[config.mk]
export PLATFORM = sky130hd
export DESIGN_NAME = multibit_fifo_sync_wr
export DESIGN_NICKNAME = d
export VERILOG_FILES = /design/src/rtl/multibit_fifo_sync_pkg.sv /design/src/rtl/cdc_sync_bit_areset.sv /design/src/rtl/multibit_fifo_sync_wr.sv
export SDC_FILE = /design/constraint.sdc
export NUM_CORES = 1
export LEC_CHECK = 0
export CAP_MARGIN = 20
export CORE_AREA = 2 2 101 74
export CTS_BUF_LIST = sky130_fd_sc_hd__clkbuf_2 sky130_fd_sc_hd__clkbuf_4 sky130_fd_sc_hd__clkbuf_8
export DETAILED_ROUTE_END_ITERATION = 8
export DIE_AREA = 0 0 103 76
export PLACE_DENSITY = 0.83
export SYNTH_ARGS = -nofsm -noshare
export SYNTH_HDL_FRONTEND = slang
export SYNTH_SLANG_ARGS = --single-unit
export TNS_END_PERCENT = 20
[constraint.sdc]
create_clock -name clk -period 2.78 [get_ports clk]
set_input_delay 0.695 -clock clk [delete_from_list [all_inputs] [get_ports clk]]
set_output_delay 0.695 -clock clk [all_outputs]
set_load 0.02 [all_outputs]
[src/rtl/multibit_fifo_sync_pkg.sv]
// Shared types and gray/binary helpers for the 2-entry gray-pointer FIFO synchronizer.
package multibit_fifo_sync_pkg;

   localparam int FIFO_DEPTH = 2;

   typedef logic [1:0] ptr_gray_t;

   function automatic logic [1:0] gray2bin(input ptr_gray_t g);
      return {g[1], g[1] ^ g[0]};
   endfunction

   function automatic ptr_gray_t bin2gray(input logic [1:0] b);
      return {b[1], b[1] ^ b[0]};
   endfunction

endpackage

[src/rtl/cdc_sync_bit_areset.sv]
// Single-bit synchronizer chain with asynchronous active-high reset.
module cdc_sync_bit_areset #(
   parameter int STAGES = 2
) (
   input  logic clk,
   input  logic reset,
   input  logic d_i,
   output logic q_o
);

   logic [STAGES-1:0] sync_q;

   // Shift the asynchronous input through the flop chain.
   always_ff @(posedge clk or posedge reset) begin
      if (reset) begin
         sync_q <= '0;
      end else begin
         sync_q <= {sync_q[STAGES-2:0], d_i};
      end
   end

   assign q_o = sync_q[STAGES-1];

endmodule

[src/rtl/multibit_fifo_sync_wr.sv]
// Write-side half of the 2-entry gray-pointer FIFO synchronizer: stores words,
// publishes the register file and gray write pointer, syncs back the read pointer.
module multibit_fifo_sync_wr
   import multibit_fifo_sync_pkg::*;
#(
   parameter int DATA_WIDTH  = 32,
   parameter int SYNC_STAGES = 2
) (
   input  logic                    clk,
   input  logic                    reset,
   input  logic                    s_valid,
   input  logic [DATA_WIDTH-1:0]   s_data,
   output logic                    s_ready,
   output logic [2*DATA_WIDTH-1:0] entry_data,
   output logic [1:0]              wr_ptr_gray,
   input  logic [1:0]              rd_ptr_gray,
   output logic [1:0]              level
);

   ptr_gray_t                                wr_ptr_q;
   ptr_gray_t                                wr_ptr_d;
   logic [FIFO_DEPTH-1:0][DATA_WIDTH-1:0]    entry_q;
   logic [FIFO_DEPTH-1:0][DATA_WIDTH-1:0]    entry_d;
   ptr_gray_t                                rptr_sync_s;
   logic [1:0]                               wbin_s;
   logic [1:0]                               rbin_s;
   logic                                     full_s;
   logic                                     push_s;

   for (genvar i = 0; i < 2; i++) begin : g_rptr_sync
      cdc_sync_bit_areset #(
         .STAGES (SYNC_STAGES)
      ) u_sync (
         .clk   (clk),
         .reset (reset),
         .d_i   (rd_ptr_gray[i]),
         .q_o   (rptr_sync_s[i])
      );
   end

   assign wbin_s  = gray2bin(wr_ptr_q);
   assign rbin_s  = gray2bin(rptr_sync_s);
   // Full when the pointers differ by exactly the depth: both gray bits inverted.
   assign full_s  = (wr_ptr_q == ~rptr_sync_s);
   assign s_ready = !reset && !full_s;
   assign push_s  = s_valid && s_ready;

   // Next-state: write the addressed entry and take one gray step on a transfer.
   always_comb begin
      wr_ptr_d = wr_ptr_q;
      entry_d  = entry_q;
      if (push_s) begin
         entry_d[wbin_s[0]] = s_data;
         wr_ptr_d           = bin2gray(wbin_s + 2'd1);
      end else begin
         entry_d  = entry_q;
         wr_ptr_d = wr_ptr_q;
      end
   end

   // Pointer and register-file state.
   always_ff @(posedge clk or posedge reset) begin
      if (reset) begin
         wr_ptr_q <= 2'b00;
         entry_q  <= '0;
      end else begin
         wr_ptr_q <= wr_ptr_d;
         entry_q  <= entry_d;
      end
   end

   assign wr_ptr_gray = wr_ptr_q;
   assign entry_data  = entry_q;
   assign level       = wbin_s - rbin_s;

endmodule

==> results.sh <==
export IMPL_first_pass_iters=4
export IMPL_cts_tree="yes"
export IMPL_met1_length_mm=2.69
export IMPL_clk_latency_ns=0.34
export IMPL_vdd_drop_max_v=0.000732
export IMPL_tns_ns=0
export IMPL_rows=26
export IMPL_antenna_found_initial=0
export IMPL_period_share_pct=94.2
export IMPL_crit_chain="clkdlybuf4s50_1 > a21oi_1 > clkdlybuf4s50_1"
export IMPL_cts_buffers=9
export IMPL_routedWlPerCell_um=15.6
export IMPL_grt_max_degree=71
export IMPL_vias=1791
export IMPL_swShare_pct=36.1
export IMPL_dp_hpwl_mm=4.22
export IMPL_finalCriticalPeriod_ns=2.62
export IMPL_fillCellCount=578
export IMPL_status="finished, final reports clean"
export IMPL_die_x_um=103
export IMPL_p_clk_share_pct=14.0
export IMPL_required_ns=2.09
export IMPL_drive_above_1_share_pct=30.8
export IMPL_relSlewSlack_pct=41.0
export IMPL_die_area_mm2=0.00783
export IMPL_core_mm2=0.00696
export IMPL_crit_arrival_ns=1.92
export IMPL_route_detailed_drc=0
export IMPL_setup_violations=0
export IMPL_antenna_cells=0
export IMPL_switching_power_mw=1.91
export IMPL_io_buffer_count=105
export IMPL_clkTransAtPathRegs_ns=0.07
export IMPL_final_nets=322
export IMPL_worst_path_most_repeated_cell="clkdlybuf4s50_1"
export IMPL_routed_via_density=4.63
export IMPL_h_tree_depth=3
export IMPL_io_pins=106
export IMPL_min_path_cells=0
export IMPL_synth_distinct_cells=22
export IMPL_clock_root_buffer="clkbuf_8"
export IMPL_netlist_instances=171
export IMPL_clock_path_buffers=2
export IMPL_drtIter0Drc=29
export IMPL_wl_mm=6.05
export IMPL_grt_total_usage_pct=16.7
export IMPL_rsz0062_at_grt="no"
export IMPL_seqPwrFrac_pct=34.4
export IMPL_reg2reg_depth=5
export IMPL_cp_end_kind="output port"
export IMPL_slowest_stage="clkdlybuf4s50_1"
export IMPL_syn_cell_area_mm2=0.00285
export IMPL_synth_area_leaders="dfrtp_1 (61%), mux2_4 (16%), mux2_2 (13%)"
export IMPL_place_congestion=0.680
export IMPL_setup_slack_ns=0.161
export IMPL_fmax_mhz=382
export IMPL_cp_start_kind="primary input"
export IMPL_drv_cap=0
export IMPL_hp_class="register to register"
export IMPL_synth_top_cell_area_share_pct=61.5
export IMPL_synth_area_per_cell_um2=16.7
export IMPL_clock_skew_ns=0.00779
export IMPL_p_comb_share_pct=51.6
export IMPL_worst_pin_slew_ns=0.884
export IMPL_final_antenna_net_count=0
export IMPL_syn2layout_area_growth_pct=47.9
export IMPL_regArea_mm2=0.00175
export IMPL_finalHoldViolations=0
export IMPL_post_place_ws_ns=0.165
export IMPL_drv_slew=0
export IMPL_p_per_area_mw_per_mm2=1260
export IMPL_highest_layer="met4"
export IMPL_grt_pass1_vias=1943
export IMPL_route_met3_wl_um=500
export IMPL_start_util_pct=40.9
export IMPL_yosysSeqAreaShare_pct=61.5
export IMPL_multi_input_area_mm2=0.00103
export IMPL_grt_pass1_wl_mm=9.98
export IMPL_p_int_mw=3.39
export IMPL_cp_slowest_stage_delay_ns=0.61
export IMPL_cts_hold_buffers=0
export IMPL_synthesis_nets=209
export IMPL_grt_overflow_total=0
export IMPL_fin_util_pct=60.6
export IMPL_yosysWarningCount=0
export IMPL_post_cts_buffers=0
export IMPL_cts_sinks=70
export IMPL_crit_type="primary input to output port"
export IMPL_path_max_fanout=3
export IMPL_yosys_area_top_type="dfrtp_1"
export IMPL_p_leak_nw=1.86
export IMPL_synth_seq_cells=70
export IMPL_met2_length_mm=2.83
export IMPL_dieHeight_um=76
synthesized netlist by cell type:
master and instances:
xor2_1 3, inv_1 3, mux2_4 30, nor2_1 1, buf_6 3, nand2b_1 2
nand2_1 4, nor2b_2 1, and2b_1 1, mux2_1 2, mux2_2 32, ha_1 1
o211ai_1 1, xnor2_1 1, a21oi_2 1, o21ai_0 4, buf_2 2, o21ai_4 1
dfrtp_1 70, a21oi_1 3, buf_4 3, nor3b_2 2
worst paths after layout:
| kind | from | end | slack, ns |
|---|---|---|---|
| hold reg to reg | g_rptr_sync[1].u_sync.sync_q[0]$_DFF_PP0_ | g_rptr_sync[1].u_sync.sync_q[1]$_DFF_PP0_ | 0.35 |
| max in group asynchronous | reset | entry_data[3]$_DFFE_PP0P_ | 1.14 |
| setup reg to reg | g_rptr_sync[0].u_sync.sync_q[1]$_DFF_PP0_ | entry_data[41]$_DFFE_PP0P_ | 0.75 |
| setup / recovery | reset | s_ready | 0.16 |
| min in group asynchronous | reset | entry_data[31]$_DFFE_PP0P_ | 1.05 |
| hold / removal | g_rptr_sync[1].u_sync.sync_q[0]$_DFF_PP0_ | g_rptr_sync[1].u_sync.sync_q[1]$_DFF_PP0_ | 0.35 |
registers in the layout (all words and copies together) (netlist names):
name / flops
entry_data: 64
wr_ptr_gray: 2
g_rptr_sync.u_sync.sync_q: 4
critical path, delay by kind of cell:
kind / cells / cell delay [ns]
AO/OA/AOI/OAI: 1 / 0.14
buffers and inverters: 2 / 1.08
routing by layer:
layer / vias up / global-route usage [%]
met5: - / 0
met4: 0 / 3.82
met3: 5 / 8.35
met2: 67 / 25.8
met1: 899 / 21.1
li1: 820 / -
placed cells by master (no fill, tap or decap):
master	n
dfrtp_1	70
xor2_1	3
buf_4	3
nor3b_2	2
clkbuf_8	9
mux2_1	2
nor2b_2	1
clkdlybuf4s50_1	103
inv_1	2
o211ai_1	1
inv_6	1
buf_12	2
mux2_4	30
nand2b_1	2
and2b_1	1
mux2_2	32
xnor2_1	1
a21oi_1	3
dlymetal6s2s_1	2
a21oi_4	1
o21ai_0	4
clkinvlp_4	5
o21ai_4	1
ha_1	1
nand2_1	4
nor2_1	1
clkbuf_4	1
clkinv_4	1
what timing repair did:
item	in CTS	in global routing
endpoints found under the setup margin	0	2
hold endpoints to repair	0	0
resized for setup	0	2
logic make-up (layout without fill, tap and decap cells):
kind of cell,Yosys count,count (layout),synth area share (%)
adder cells (fa/ha/maj),1,1,0.439
XOR/XNOR,4,4,1.23
AO/OA/AOI/OAI,10,10,2.37
buffers and inverters,11,129,2.72
flip-flops,70,70,61.5
AND/OR/NAND/NOR,11,11,2.55
multiplexers,64,64,29.2
through the flow:
| stage | instances | hold slack (ns) | power (mW) | instance area (um^2) |
|---|---|---|---|---|
| 2_1_floorplan | 171 | 0.331 | 3.30 | 2850 |
| 3_3_place_gp | 371 | 0.331 | 4.53 | 4030 |
| 3_5_place_dp | 371 | 0.335 | 4.61 | 4030 |
| 4_1_cts | 387 | 0.352 | 5.38 | 4210 |
| 5_1_grt | 387 | 0.366 | 5.60 | 4220 |
| 6_report | 387 | 0.351 | 5.30 | 4220 |
area by class of cell:
cell class / count / area share [%]
Multi-Input combinational cell: 90 / 24.4
Sequential cell: 70 / 41.6
Timing Repair Buffer: 110 / 26.5
Clock buffer: 10 / 3.12
Tap cell: 98 / 2.91
Inverter: 3 / 0.356
Clock inverter: 6 / 1.13
power by group through the flow:
stage | clock network, mW | registers, mW | logic [mW]
after CTS | 0.772 | 1.83 | 2.78
after global routing | 0.822 | 1.89 | 2.89
after global placement | 0 | 1.81 | 2.72
after detailed placement | 0 | 1.83 | 2.78
after floorplan | 0 | 2.38 | 0.925
final | 0.741 | 1.83 | 2.74
No activity file was read; power rests on OpenSTA's default activity.
